$ cat src/rtl/motor_cmd_ramp_pkg.sv
// Shared constants for the motor command path.
// Holds the speed-code geometry, the 100 MHz frame length shared with the
// pulse generator, the ramp FSM state encoding and the input clamp helper.
package motor_cmd_ramp_pkg;

  localparam int unsigned CODE_W              = 5;
  localparam logic [CODE_W-1:0] CODE_MAX      = 5'd30;
  localparam logic [CODE_W-1:0] NEUTRAL       = 5'd15;
  localparam int unsigned FRAME_CYCLES_100MHZ = 1100000;

  typedef enum logic [1:0] {
    StHold,
    StRamp,
    StStop
  } ramp_state_e;

  function automatic logic [CODE_W-1:0] clamp_code(input logic [CODE_W-1:0] code);
    return (code > CODE_MAX) ? CODE_MAX : code;
  endfunction

endpackage

$ cat src/rtl/ramp_channel.sv
// One slew-limited speed channel.
// Ports:
//   clk, rst_n     clock / async active-low reset
//   tick           take one frame step toward the target
//   load           capture load_value as the new target
//   load_value     new target code (already clamped)
//   force_neutral  immediate neutral on code and target, clears dwell
//   code           current code to the pulse generator
//   busy           code differs from target or a dwell hold is pending
module ramp_channel
  import motor_cmd_ramp_pkg::*;
#(
  parameter int unsigned STEP = 1
) (
  input  logic              clk,
  input  logic              rst_n,
  input  logic              tick,
  input  logic              load,
  input  logic [CODE_W-1:0] load_value,
  input  logic              force_neutral,
  output logic [CODE_W-1:0] code,
  output logic              busy
);

  localparam logic [5:0] Step6    = 6'(STEP);
  localparam logic [5:0] Neutral6 = {1'b0, NEUTRAL};

  logic [CODE_W-1:0] code_q, code_d;
  logic [CODE_W-1:0] target_q, target_d;
  logic              dwell_q, dwell_d;
  logic              opposite;
  logic [5:0]        cur6, dst6, dist6, delta6, next6;

  always_comb begin
    opposite = ((code_q > NEUTRAL) && (target_q < NEUTRAL)) ||
               ((code_q < NEUTRAL) && (target_q > NEUTRAL));
    cur6     = {1'b0, code_q};
    // A reversal first heads for neutral only; the far side comes after the dwell.
    dst6     = opposite ? Neutral6 : {1'b0, target_q};
    dist6    = (cur6 > dst6) ? (cur6 - dst6) : (dst6 - cur6);
    delta6   = (dist6 < Step6) ? dist6 : Step6;
    next6    = (cur6 > dst6) ? (cur6 - delta6) : (cur6 + delta6);

    code_d   = code_q;
    target_d = target_q;
    dwell_d  = dwell_q;
    if (force_neutral) begin
      code_d   = NEUTRAL;
      target_d = NEUTRAL;
      dwell_d  = 1'b0;
    end else begin
      if (tick) begin
        if (dwell_q) begin
          dwell_d = 1'b0;
        end else begin
          code_d  = next6[CODE_W-1:0];
          dwell_d = opposite && (next6 == Neutral6);
        end
      end
      // The step above always uses the old target.
      if (load) begin
        target_d = load_value;
      end
    end
  end

  always_ff @(posedge clk or negedge rst_n) begin
    if (!rst_n) begin
      code_q   <= NEUTRAL;
      target_q <= NEUTRAL;
      dwell_q  <= 1'b0;
    end else begin
      code_q   <= code_d;
      target_q <= target_d;
      dwell_q  <= dwell_d;
    end
  end

  assign code = code_q;
  assign busy = (code_q != target_q) || dwell_q;

endmodule

$ cat src/rtl/motor_cmd_ramp.sv
// Dual-channel motor command ramp: accepts MC1/MC2 targets over valid/ready,
// slews each channel one frame step at a time, forces neutral on e-stop and
// ramps to neutral after a command timeout.
// Ports:
//   clk, rst_n            clock / async active-low reset
//   cmd_valid, cmd_ready  command handshake
//   cmd_mc1, cmd_mc2      target codes (clamped to CODE_MAX)
//   estop                 synchronous level e-stop
//   mc1, mc2              current codes to the pulse generator
//   frame_tick            one-cycle pulse at the frame boundary
//   busy                  a channel has not settled on its target
//   timeout_flag          watchdog expired, held until the next accept
module motor_cmd_ramp
  import motor_cmd_ramp_pkg::*;
#(
  parameter int unsigned FRAME_CYCLES   = FRAME_CYCLES_100MHZ,
  parameter int unsigned STEP           = 1,
  parameter int unsigned TIMEOUT_FRAMES = 45
) (
  input  logic              clk,
  input  logic              rst_n,
  input  logic              cmd_valid,
  output logic              cmd_ready,
  input  logic [CODE_W-1:0] cmd_mc1,
  input  logic [CODE_W-1:0] cmd_mc2,
  input  logic              estop,
  output logic [CODE_W-1:0] mc1,
  output logic [CODE_W-1:0] mc2,
  output logic              frame_tick,
  output logic              busy,
  output logic              timeout_flag
);

  localparam int unsigned CntW = $clog2(FRAME_CYCLES);
  localparam int unsigned WdW  = $clog2(TIMEOUT_FRAMES + 1);
  localparam logic [CntW-1:0] CntLast    = CntW'(FRAME_CYCLES - 1);
  localparam logic [CntW-1:0] CntPreLast = CntW'(FRAME_CYCLES - 2);
  localparam logic [WdW-1:0]  WdMax      = WdW'(TIMEOUT_FRAMES);

  ramp_state_e       state_q, state_d;
  logic [CntW-1:0]   cnt_q, cnt_d;
  logic              frame_tick_q;
  logic [WdW-1:0]    wd_q, wd_d;
  logic              timeout_flag_q, timeout_flag_d;
  logic              run, accept, timeout_hit, ch_tick, ch_load;
  logic [CODE_W-1:0] load_value1, load_value2;
  logic              busy1, busy2;

  assign cmd_ready   = (state_q != StStop);
  assign run         = cmd_ready && !estop;
  assign accept      = run && cmd_valid;
  assign timeout_hit = run && frame_tick_q && !accept && (wd_q == WdMax - 1'b1);
  assign ch_tick     = run && frame_tick_q;
  assign ch_load     = accept || timeout_hit;
  assign load_value1 = accept ? clamp_code(cmd_mc1) : NEUTRAL;
  assign load_value2 = accept ? clamp_code(cmd_mc2) : NEUTRAL;

  assign cnt_d = (cnt_q == CntLast) ? '0 : cnt_q + 1'b1;

  always_comb begin
    wd_d           = wd_q;
    timeout_flag_d = timeout_flag_q;
    if (!run) begin
      wd_d = '0;
    end else if (accept) begin
      wd_d           = '0;
      timeout_flag_d = 1'b0;
    end else if (frame_tick_q && (wd_q != WdMax)) begin
      wd_d = wd_q + 1'b1;
    end
    if (timeout_hit) begin
      timeout_flag_d = 1'b1;
    end
  end

  always_comb begin
    state_d = state_q;
    unique case (state_q)
      StHold:  if (busy) state_d = StRamp;
      StRamp:  if (!busy) state_d = StHold;
      StStop:  state_d = StHold;
      default: state_d = StStop;
    endcase
    if (estop) begin
      state_d = StStop;
    end
  end

  // Reset parks in STOP so cmd_ready stays low until the first clock after release.
  always_ff @(posedge clk or negedge rst_n) begin
    if (!rst_n) begin
      state_q        <= StStop;
      cnt_q          <= '0;
      frame_tick_q   <= 1'b0;
      wd_q           <= '0;
      timeout_flag_q <= 1'b0;
    end else begin
      state_q        <= state_d;
      cnt_q          <= cnt_d;
      // Registered one cycle early so the pulse lines up with cnt_q == FRAME_CYCLES-1.
      frame_tick_q   <= (cnt_q == CntPreLast);
      wd_q           <= wd_d;
      timeout_flag_q <= timeout_flag_d;
    end
  end

  ramp_channel #(
    .STEP(STEP)
  ) u_ch1 (
    .clk          (clk),
    .rst_n        (rst_n),
    .tick         (ch_tick),
    .load         (ch_load),
    .load_value   (load_value1),
    .force_neutral(estop),
    .code         (mc1),
    .busy         (busy1)
  );

  ramp_channel #(
    .STEP(STEP)
  ) u_ch2 (
    .clk          (clk),
    .rst_n        (rst_n),
    .tick         (ch_tick),
    .load         (ch_load),
    .load_value   (load_value2),
    .force_neutral(estop),
    .code         (mc2),
    .busy         (busy2)
  );

  assign frame_tick   = frame_tick_q;
  assign busy         = busy1 || busy2;
  assign timeout_flag = timeout_flag_q;

endmodule
$ cat config.mk
export PLATFORM = sky130hd
export DESIGN_NAME = motor_cmd_ramp
export DESIGN_NICKNAME = d
export VERILOG_FILES = /design/src/rtl/motor_cmd_ramp_pkg.sv /design/src/rtl/ramp_channel.sv /design/src/rtl/motor_cmd_ramp.sv
export SDC_FILE = /design/constraint.sdc
export NUM_CORES = 1
export LEC_CHECK = 0
export ABC_AREA = 1
export BUFFER_PORTS_ARGS = -buffer_cell sky130_fd_sc_hd__buf_2
export CORE_ASPECT_RATIO = 0.75
export CORE_MARGIN = 1.5
export CORE_UTILIZATION = 40
export DETAILED_ROUTE_END_ITERATION = 12
export HOLD_SLACK_MARGIN = 0.1
export MAX_ROUTING_LAYER = met4
export PLACE_DENSITY = 0.64
export SLEW_MARGIN = 5
export SYNTH_ARGS = -nofsm -noshare
export SYNTH_HDL_FRONTEND = slang
export SYNTH_SLANG_ARGS = --single-unit
$ cat constraint.sdc
create_clock -name clk -period 4.8 [get_ports clk]
set_input_delay 0.96 -clock clk [delete_from_list [all_inputs] [get_ports clk]]
set_output_delay 0.96 -clock clk [all_outputs]
set_load 0.05 [all_outputs]
; ---- Word level (Yosys, flattened, before mapping)
; Cells that the tools add are included.
[totals]
ff_bits = 53
inputBits = 14
output_inout_bits = 14
elab_cells = 119
[op_classes]
add_sub_neg = 10
magnitude_cmp = 14
n_eq_ne = 16
n_mux = 39
reduce_logical = 29
[op_table]
columns = op, count
row1 = two-way mux 5 bit, 16
row2 = two-way mux 6 bit, 9
row3 = "== test 21 bit, second input constant", 2
row4 = subtractor 5 x 6 -> 6 bit, 4
row5 = "adder 21 x 1 -> 21 bit, second input constant", 1
row6 = two-way mux 21 bit, 1
row7 = "greater-than comparator 5 x 4 -> 1 bit, second input constant", 4
row8 = "< comparator 5 x 4 -> 1 bit, second input constant", 4
row9 = adder 5 x 6 -> 6 bit, 2
row10 = "== test 6 x 4 -> 1 bit, second input constant", 2
row11 = greater-than comparator 5 x 6 -> 1 bit, 2
row12 = logical AND 1 bit, 12
row13 = "< comparator 6 x 1 -> 1 bit, second input constant", 2
row14 = subtractor 6 x 5 -> 6 bit, 2
row15 = "greater-than comparator 5 bit, second input constant", 2
row16 = inequality test 5 bit, 2
row17 = two-way mux 1 bit, 9
row18 = AND reduction 2 bit, 4
row19 = nonzero test 2 bit, 4
row20 = "adder 6 x 1 -> 6 bit, second input constant", 1
row21 = "== test 6 bit, second input constant", 1
row22 = logical OR 1 bit, 6
row23 = two-way mux 2 bit, 3
row24 = "inequality test 2 bit, second input constant", 3
row25 = 8 further kinds, 10

; ---- Longest topological paths before layout
; Gate-level depths: netlist of the first run.
[logic_depth]
word_depth = 15
ltp_mapped = 31
depth_no_buf = 30

; ---- Cells and area by module
; A second synthesis of the first run with hierarchy kept.
[hier_totals]
cells_unflattened = 643
hier_area_um2 = 4585.6
[modules_own_cells]
columns = module, instances, cells_each, area_per_inst_um2, seq_area_each_um2
row1 = motor_cmd_ramp, 1, 248, 1879.3, 777.0
row2 = ramp_channel at u_ch2, 1, 196, 1366.3, 285.3
row3 = ramp_channel at u_ch1, 1, 199, 1340.0, 285.3

; ---- Least setup slack after synthesis of the first run
; OpenSTA, ideal clock, no wires.
[synth_timing]
path_type = flip-flop to flip-flop
startpoint = register u_ch1.code_q[1], in the netlist u_ch1.code[1]
endpoint = register u_ch1.dwell_q
setup_ns = 0.117
arrival_time_ns = 3.960
t_required_ns = 4.683
slack_ns = 0.723
stages_incl_launch_ff = 27
cell_sequence = dfstp_2 nand3_1 o21ai_0 o21ai_0 nor2_1 inv_1 ha_1 fa_1 inv_1 nand4_1 nand3b_1 nand2_1 nor2_1 nand2_1 nand2_1 nand2_1 inv_1 ha_1 inv_1 nor2_1 fa_1 a21oi_1 o21ai_0 xor2_1 nor2_1 nand3_1 nand2_1
[synth_between]
elab_chain_cells = 15
elab_cells_between_ends = 20
cone_classes = 4 x add/sub / 4 x order compare / 1 x eq/ne / 7 x mux / 4 x reduce/logical
[synth_lines]
columns = element, line_no
row1 = start: declaration, ramp_channel.sv:28  ; logic [CODE_W-1:0] code_q, code_d;
row2 = start signal: assignment, ramp_channel.sv:73  ; code_q <= code_d;
row3 = greater-than comparator 5 x 4 -> 1 bit or < comparator 5 x 4 -> 1 bit (tied branches), "ramp_channel.sv:35, ramp_channel.sv:36"
row4 = logical AND 1 bit (on tied branches), "ramp_channel.sv:35, ramp_channel.sv:36"
row5 = logical OR 1 bit, ramp_channel.sv:35  ; opposite = ((code_q > NEUTRAL) && (target_q < NEUTRAL)) ||
row6 = two-way mux 5 bit, ramp_channel.sv:39  ; dst6 = opposite ? Neutral6 : {1'b0, target_q};
row7 = "subtractor 6 x 5 -> 6 bit, or another cell as far along", ramp_channel.sv:40  ; dist6 = (cur6 > dst6) ? (cur6 - dst6) : (dst6 - cur6);
row8 = two-way mux 6 bit, ramp_channel.sv:40
row9 = < comparator 6 x 1 -> 1 bit, ramp_channel.sv:41  ; delta6 = (dist6 < Step6) ? dist6 : Step6;
row10 = two-way mux 6 bit, ramp_channel.sv:41
row11 = adder 5 x 6 -> 6 bit or subtractor 5 x 6 -> 6 bit (tied branches), ramp_channel.sv:42  ; next6 = (cur6 > dst6) ? (cur6 - delta6) : (cur6 + delta6);
row12 = two-way mux 6 bit, ramp_channel.sv:42
row13 = == test 6 x 4 -> 1 bit, ramp_channel.sv:57  ; dwell_d = opposite && (next6 == Neutral6);
row14 = logical AND 1 bit (*), ramp_channel.sv:57
row15 = two-way mux 1 bit (*), ramp_channel.sv:53  ; if (dwell_q) begin
row16 = two-way mux 1 bit (*), ramp_channel.sv:52  ; if (tick) begin
row17 = two-way mux 1 bit (*), ramp_channel.sv:47  ; if (force_neutral) begin
row18 = end signal: assignment, ramp_channel.sv:75  ; dwell_q <= dwell_d;
row19 = end: declaration, ramp_channel.sv:30  ; logic dwell_q, dwell_d;
; Every way passes the cells marked *; elsewhere a longest branch is shown, timed or not. The select of a mux whose other input is x is not followed.
; A chain may end at the register's enable or synchronous reset.

; ---- Worst setup path in the final report of the first run
[layout_timing]
startpoint = register u_ch1.code_q[0], in the netlist u_ch1.code[0]
endpoint = register u_ch1.dwell_q
; The elaborated chain is that of the path after synthesis.

==> run_results.csv, run 1 <==
group,metric,value,unit
setup_path,critical_path_class,"reg2reg",
sta,slew_headroom,0.555,
synth,syn_area_per_cell,7.41,µm²
die,io_pins,28,
sta,fin_setup_tns,0,ns
sta,fmax,233,MHz
sta,rsz0062_at_grt,"false",
global_route,grt_pass1_vias,3703,
routing,num_vias,3878,
setup_path,arrival,4.48,ns
placement,port_buffers,27,
routing,vias_per_cell,5.11,
synth,synth_top_area_cell,"dfrtp_1",
routing,drtIter0Drc,215,
synth,seq_area_frac_synth,0.311,
placement,finalWeightedCongestion,0.877,
setup_path,start_kind,"flop",
sta,clock-skew-final,0.00631,ns
pwr,p_leak,2.49,nW
routing,antenna_left,0,
routing,drc,0,
synth,synth_edf_count,0,
global_route,grt_max_degree,54,
layout,area_delta_synth_final,11.8,%
synth,synth-async-reset-ratio,1.00,
die,num_rows,32,
layout,fin_util,0.466,
min_path,holdPathStages,1,
cts,clock_latency,0.29,ns
sta,tightestPinTransition,0.668,ns
die,initial_core_util,0.416,
synth,ys_warn_count,0,
global_route,antenna_found_initial,0,
synth,synth_cell_types,40,
routing,wl_per_cell,13.3,µm
layout,final_cell_area,4850,µm²
min_path,hold_path_class,"reg2reg",
die,core,10400,µm²
sta,fin_crit_sh,0.895,
routing,routed_wl,10100,µm
die,fp.dieW,123,µm
cts,numCtsBuffers,5,
setup_path,path_max_fanout,5,
layout,layout.nets,681,
global_route,track_usage,0.191,
synth,yosys_most_used_dff,"dfrtp_1",
synth,synth_seq_cells,53,
cts,cts_tree,"done",
synth,netlist_instances,585,
layout,diodes,0,
setup_path,required,4.98,ns
cts,clk_path_buf_depth,2,
sta,finalHoldViolCount,0,
routing,drtPass1Iterations,4,
synth,synth_top_cells_by_area,"dfrtp_1, ha_1, dfstp_2",
sta,slew_viol_final,0,
setup_path,endpoint_kind,"flop",
layout,layout-drive-gt1-share,0.133,
pwr,power_density,353,nW/µm²
cts,cts.sinks,53,
global_route,grt_overflow,0,
sta,finalCriticalPeriod,4.30,ns
setup_path,worstRegToRegCells,25,
placement,place_area,4630,µm²
synth,mappedNetlistArea,4340,µm²
placement,post-dp-hpwl,7920,µm
pwr,ir_worst_vdd,217,µV
cts,cts.clk_slew.worst_paths,0.07,ns
synth,synth.top_cell.area_share,0.208,
cts,root_buffer,"clkbuf_16",
run,maxCapViolCount,0,
status,outcome,"completed",
cts,h-tree-depth,2,
die,die_height,93.2,µm
die,die_area,11500,µm²
global_route,grt_pass1_wl,17100,µm
sta,setup_viol,0,
cell families (layout without fill, tap and decap cells):
| group | Yosys count | count (layout) | synth area share |
|---|---|---|---|
| fa+ha+maj | 45 | 45 | 0.140 |
| flops | 53 | 53 | 0.311 |
| buf+inv | 121 | 158 | 0.110 |
| compound gates | 90 | 90 | 0.113 |
| other cells | 1 | 2 | 0.000865 |
| simple gates | 253 | 253 | 0.280 |
| xor+xnor | 22 | 22 | 0.0444 |
final cells by class:
cell class	count	area, µm²
fillers	1047	5560
flip-flops and latches	53	1350
multi-input cells	412	2520
clock inverters	2	37.5
well taps	136	170
clock buffers	6	139
repair buffers	35	195
inverters	115	437
cell usage in the layout, fill, tap and decap left out, types with 4 or more instances in the layout:
cell | synthesis | final
o21ai_0 | 39 | 35
nor2_4 | 5 | 5
dfrtp_1 | 36 | 36
nor4_1 | 7 | 7
xor2_1 | 19 | 19
inv_1 | 111 | 111
buf_2 | 3 | 27
nor3_1 | 16 | 16
buf_4 | 2 | 8
dfstp_2 | 17 | 17
clkbuf_16 | 0 | 5
ha_1 | 39 | 38
fa_1 | 6 | 6
a21oi_1 | 34 | 34
nand4_1 | 22 | 22
nor2_1 | 55 | 54
nand3_1 | 39 | 39
o21ai_1 | 2 | 5
nand2_1 | 95 | 95
o22a_1 | 4 | 4
nand3b_1 | 4 | 4
synthesized netlist by cell type (3+ instances only):
master,count
inv_1,111
nand2_1,95
nor2_1,55
ha_1,39
nand3_1,39
o21ai_0,39
dfrtp_1,36
a21oi_1,34
nand4_1,22
xor2_1,19
dfstp_2,17
nor3_1,16
nor4_1,7
fa_1,6
nor2_4,5
nand3b_1,4
o22a_1,4
buf_2,3
inv_2,3
o22ai_1,3
xnor2_1,3
worst paths after layout:
kind,startpoint,to,slack (ns)
hold reg to reg,wd_q[5]$_DFFE_PN0P_,wd_q[5]$_DFFE_PN0P_,0.47
min in group asynchronous,rst_n,wd_q[5]$_DFFE_PN0P_,0.78
max in group asynchronous,rst_n,u_ch1.target_q[4]$_DFFE_PN0P_,3.57
setup / recovery,u_ch1.code[0]$_DFFE_PN1P_,u_ch1.dwell_q$_DFFE_PN0P_,0.50
hold / removal,wd_q[5]$_DFFE_PN0P_,wd_q[5]$_DFFE_PN0P_,0.47
setup reg to reg,u_ch1.code[0]$_DFFE_PN1P_,u_ch1.dwell_q$_DFFE_PN0P_,0.50
power breakdown:
part	switching (mW)	total (mW)	internal [mW]
Sequential	0.0341	0.513	0.479
Combinational	0.494	0.778	0.285
Clock	0.160	0.421	0.260
Total	0.688	1.71	1.02
critical path, stage by stage (launching register included):
cell,delay [ns]
dfstp_2,0.60
inv_1,0.11
o21ai_1,0.22
o21ai_2,0.14
nor2_1,0.16
inv_1,0.06
ha_1,0.21
fa_1,0.43
xnor2_1,0.15
nor2_1,0.10
nand3_1,0.09
nor2_1,0.18
nand2_1,0.10
nand2_1,0.08
nand2_1,0.06
inv_1,0.06
ha_1,0.21
inv_1,0.05
nor2_1,0.06
fa_1,0.43
a21oi_1,0.14
o21ai_0,0.10
xor2_1,0.22
nor2_1,0.08
nand3_1,0.10
nand2_1,0.06
registers in the layout, summed over array words and instances, names as in the netlist, 2 cells and up:
signal          cells
cnt_q              21
state_q             2
u_ch1.code          5
u_ch1.target_q      5
u_ch2.code          5
u_ch2.target_q      5
wd_q                6
layer usage:
metal | global-route usage | wire length, µm | vias up
li1 | - | - | 1987
met4 | 0.0230 | 21 | 0
met1 | 0.264 | 5030 | 1822
met3 | 0.0293 | 363 | 3
met5 | - | 0 | -
met2 | 0.306 | 4660 | 66
what timing repair did:
action                     CTS  global route
resized for setup            0             7
buffers inserted             0             4
setup endpoints to repair    0             3
hold buffers                 0             0
metrics by stage:
step	instances	hold WS, ns	total power [mW]	worst slack, ns
finish	759	0.466	1.71	0.502
global route	759	0.491	1.86	0.0702
CTS	755	0.473	1.70	0.241
detailed placement	747	0.464	1.27	0.300
global placement	747	0.448	1.26	0.339
floorplan	586	0.433	1.10	0.723
Note: power is estimated with default switching activity, not from simulation.
==> run 2, diff against run 1 <==
Settings changed: CORE_UTILIZATION 40 to 59, PLACE_DENSITY 0.64 to 0.85, REMOVE_ABC_BUFFERS from default to 1.
==> run_results.csv, run 2 (synthesized netlist as in run 1, its figures left out) <==
group,metric,value,unit
pwr,p_sw_frac,0.437,
setup_path,startpoint,"u_ch2.code[1]$_DFFE_PN1P_",
layout,diodes,0,
routing,wl_per_cell,14.2,µm
die,fp.dieW,102,µm
pwr,p_clk_frac,0.197,
setup_path,critical_path_class,"reg2reg",
pwr,power.switching,0.717,mW
die,die_height,77.2,µm
setup_path,start_kind,"flop",
status,outcome,"completed",
setup_path,arrival,4.68,ns
sta,slew_viol_final,0,
routing,routed_wl,10200,µm
routing,drtIter0Drc,260,
cts,clock_latency,0.31,ns
setup_path,r2r_end,"u_ch2.dwell_q$_DFFE_PN0P_",
cts,root_buffer,"clkbuf_8",
global_route,grt_pass1_wl,17800,µm
setup_path,worstRegToRegCells,26,
min_path,holdPathStages,1,
run,maxCapViolCount,0,
sta,clock-skew-final,0.00532,ns
min_path,hold_path_class,"reg2reg",
sta,setup_viol,0,
sta,finalCriticalPeriod,4.42,ns
sta,fmax,226,MHz
cts,clk_path_buf_depth,2,
die,initial_core_util,0.623,
pwr,comb_power_share,0.489,
pwr,seqPwrFrac,0.313,
pwr,ir_worst_vdd,206,µV
layout,layout.nets,678,
min_path,hp-start,"wd_q[5]$_DFFE_PN0P_",
setup_path,r2r_start,"u_ch2.code[1]$_DFFE_PN1P_",
sta,tightestPinTransition,0.650,ns
die,core,6960,µm²
pwr,power_density,346,nW/µm²
min_path,min_to,"wd_q[5]$_DFFE_PN0P_",
layout,layout-drive-gt1-share,0.137,
layout,final_common_cell,"inv_1",
layout,regMostFlops,"cnt_q",
sta,rsz0062_at_grt,"false",
global_route,grt_pass1_vias,3965,
die,num_rows,26,
routing,vias_per_cell,5.60,
cts,h-tree-depth,2,
die,io_pins,28,
cts,cts.sinks,53,
layout,area_delta_synth_final,9.21,%
cts,numCtsBuffers,5,
global_route,antenna_found_initial,0,
routing,num_vias,4020,
pwr,intPower,0.923,mW
sta,slew_headroom,0.566,
die,die_area,7880,µm²
placement,place_inst,707,
sta,fin_crit_sh,0.921,
global_route,track_usage,0.286,
routing,drc,0,
placement,finalWeightedCongestion,0.928,
routing,drtPass1Iterations,5,
cts,cts_tree,"done",
placement,port_buffers,27,
layout,top_regs,"cnt_q (21), wd_q (6)",
layout,final_cell_count_no_fill,718,
layout,most-common-layout-cells,"inv_1, nand2_1, nor2_1, nand3_1, dfrtp_1",
setup_path,endpoint_kind,"flop",
setup_path,path_max_fanout,8,
routing,antenna_left,0,
sta,finalHoldViolCount,0,
global_route,grt_overflow,0,
setup_path,required,5.06,ns
sta,fin_setup_tns,0,ns
pwr,p_leak,2.45,nW
pwr,power,1.64,mW
placement,post-dp-hpwl,7960,µm
cts,cts.clk_slew.worst_paths,0.11,ns
global_route,grt_max_degree,54,
layout,largest_register_ffs,21,
setup_path,r2r_slack,0.38,ns
## run 2: worst max-delay path: stages (launching register included)
cell	delay (ns)
dfstp_2	0.67
nand4_1	0.13
nand2_1	0.11
o21ai_1	0.16
nor2_1	0.19
inv_1	0.06
ha_1	0.21
fa_1	0.42
inv_1	0.11
nand2_1	0.06
nand2_1	0.06
nand3_1	0.06
nand2_1	0.09
nand3_1	0.09
inv_1	0.07
nand2_1	0.06
a21oi_1	0.21
ha_1	0.27
inv_1	0.06
nor2_1	0.07
fa_1	0.45
a21oi_1	0.14
o21ai_0	0.10
xor2_1	0.17
nor3_1	0.20
nand3_1	0.10
nand2_1	0.06
## run 2: what timing repair did
item / in CTS / in global routing
gates resized for setup: 0 / 12
hold buffers: 0 / 0
buffers inserted: 0 / 3
endpoints found under the setup margin: 0 / 5
endpoints found under the hold margin: 0 / 0
## run 2: worst max path at each step
stage | end | slack (ns) | cells past startpoint
2_1_floorplan | u_ch1.dwell_q$_DFFE_PN0P_ | 0.72 | 26
3_3_place_gp | u_ch1.dwell_q$_DFFE_PN0P_ | 0.41 | 25
3_5_place_dp | u_ch1.dwell_q$_DFFE_PN0P_ | 0.24 | 25
4_1_cts | u_ch1.dwell_q$_DFFE_PN0P_ | 0.16 | 25
5_1_grt | u_ch1.dwell_q$_DFFE_PN0P_ | 0.001 | 26
6_report | u_ch2.dwell_q$_DFFE_PN0P_ | 0.38 | 26
## run 2: power groups by stage
stage          Sequential [mW]  Clock, mW  Combinational (mW)
4_1_cts                  0.518      0.329               0.758
6_report                 0.514      0.324               0.803
3_5_place_dp             0.526          0               0.749
5_1_grt                  0.516      0.347               0.904
3_3_place_gp             0.524          0               0.713
2_1_floorplan            0.562          0               0.533
## run 2: area by class of cell
cell class,count,area (µm²)
clock buffers,5,68.8
clock inverters,3,50.0
fillers,613,2230
inverters,115,437
multi-input cells,412,2540
flip-flops and latches,53,1350
well taps,98,123
repair buffers,32,173
## run 2: through the flow
stage | instance area (µm²) | hold slack [ns] | worst slack, ns | util
floorplan | 4300 | 0.433 | 0.723 | -
global placement | 4570 | 0.445 | 0.412 | 0.657
detailed placement | 4570 | 0.464 | 0.240 | 0.657
CTS | 4690 | 0.480 | 0.164 | 0.674
global route | 4730 | 0.510 | 0.00129 | 0.680
finish | 4730 | 0.479 | 0.379 | 0.680
## run 2: layer usage
layer,routed length (µm),vias up,part of all wire,global-route usage
li1,-,1978,-,-
met1,4470,1869,0.44,0.380
met2,4980,152,0.49,0.468
met3,582,21,0.057,0.0401
met4,142,0,0.014,0.0603
met5,0,-,0,-
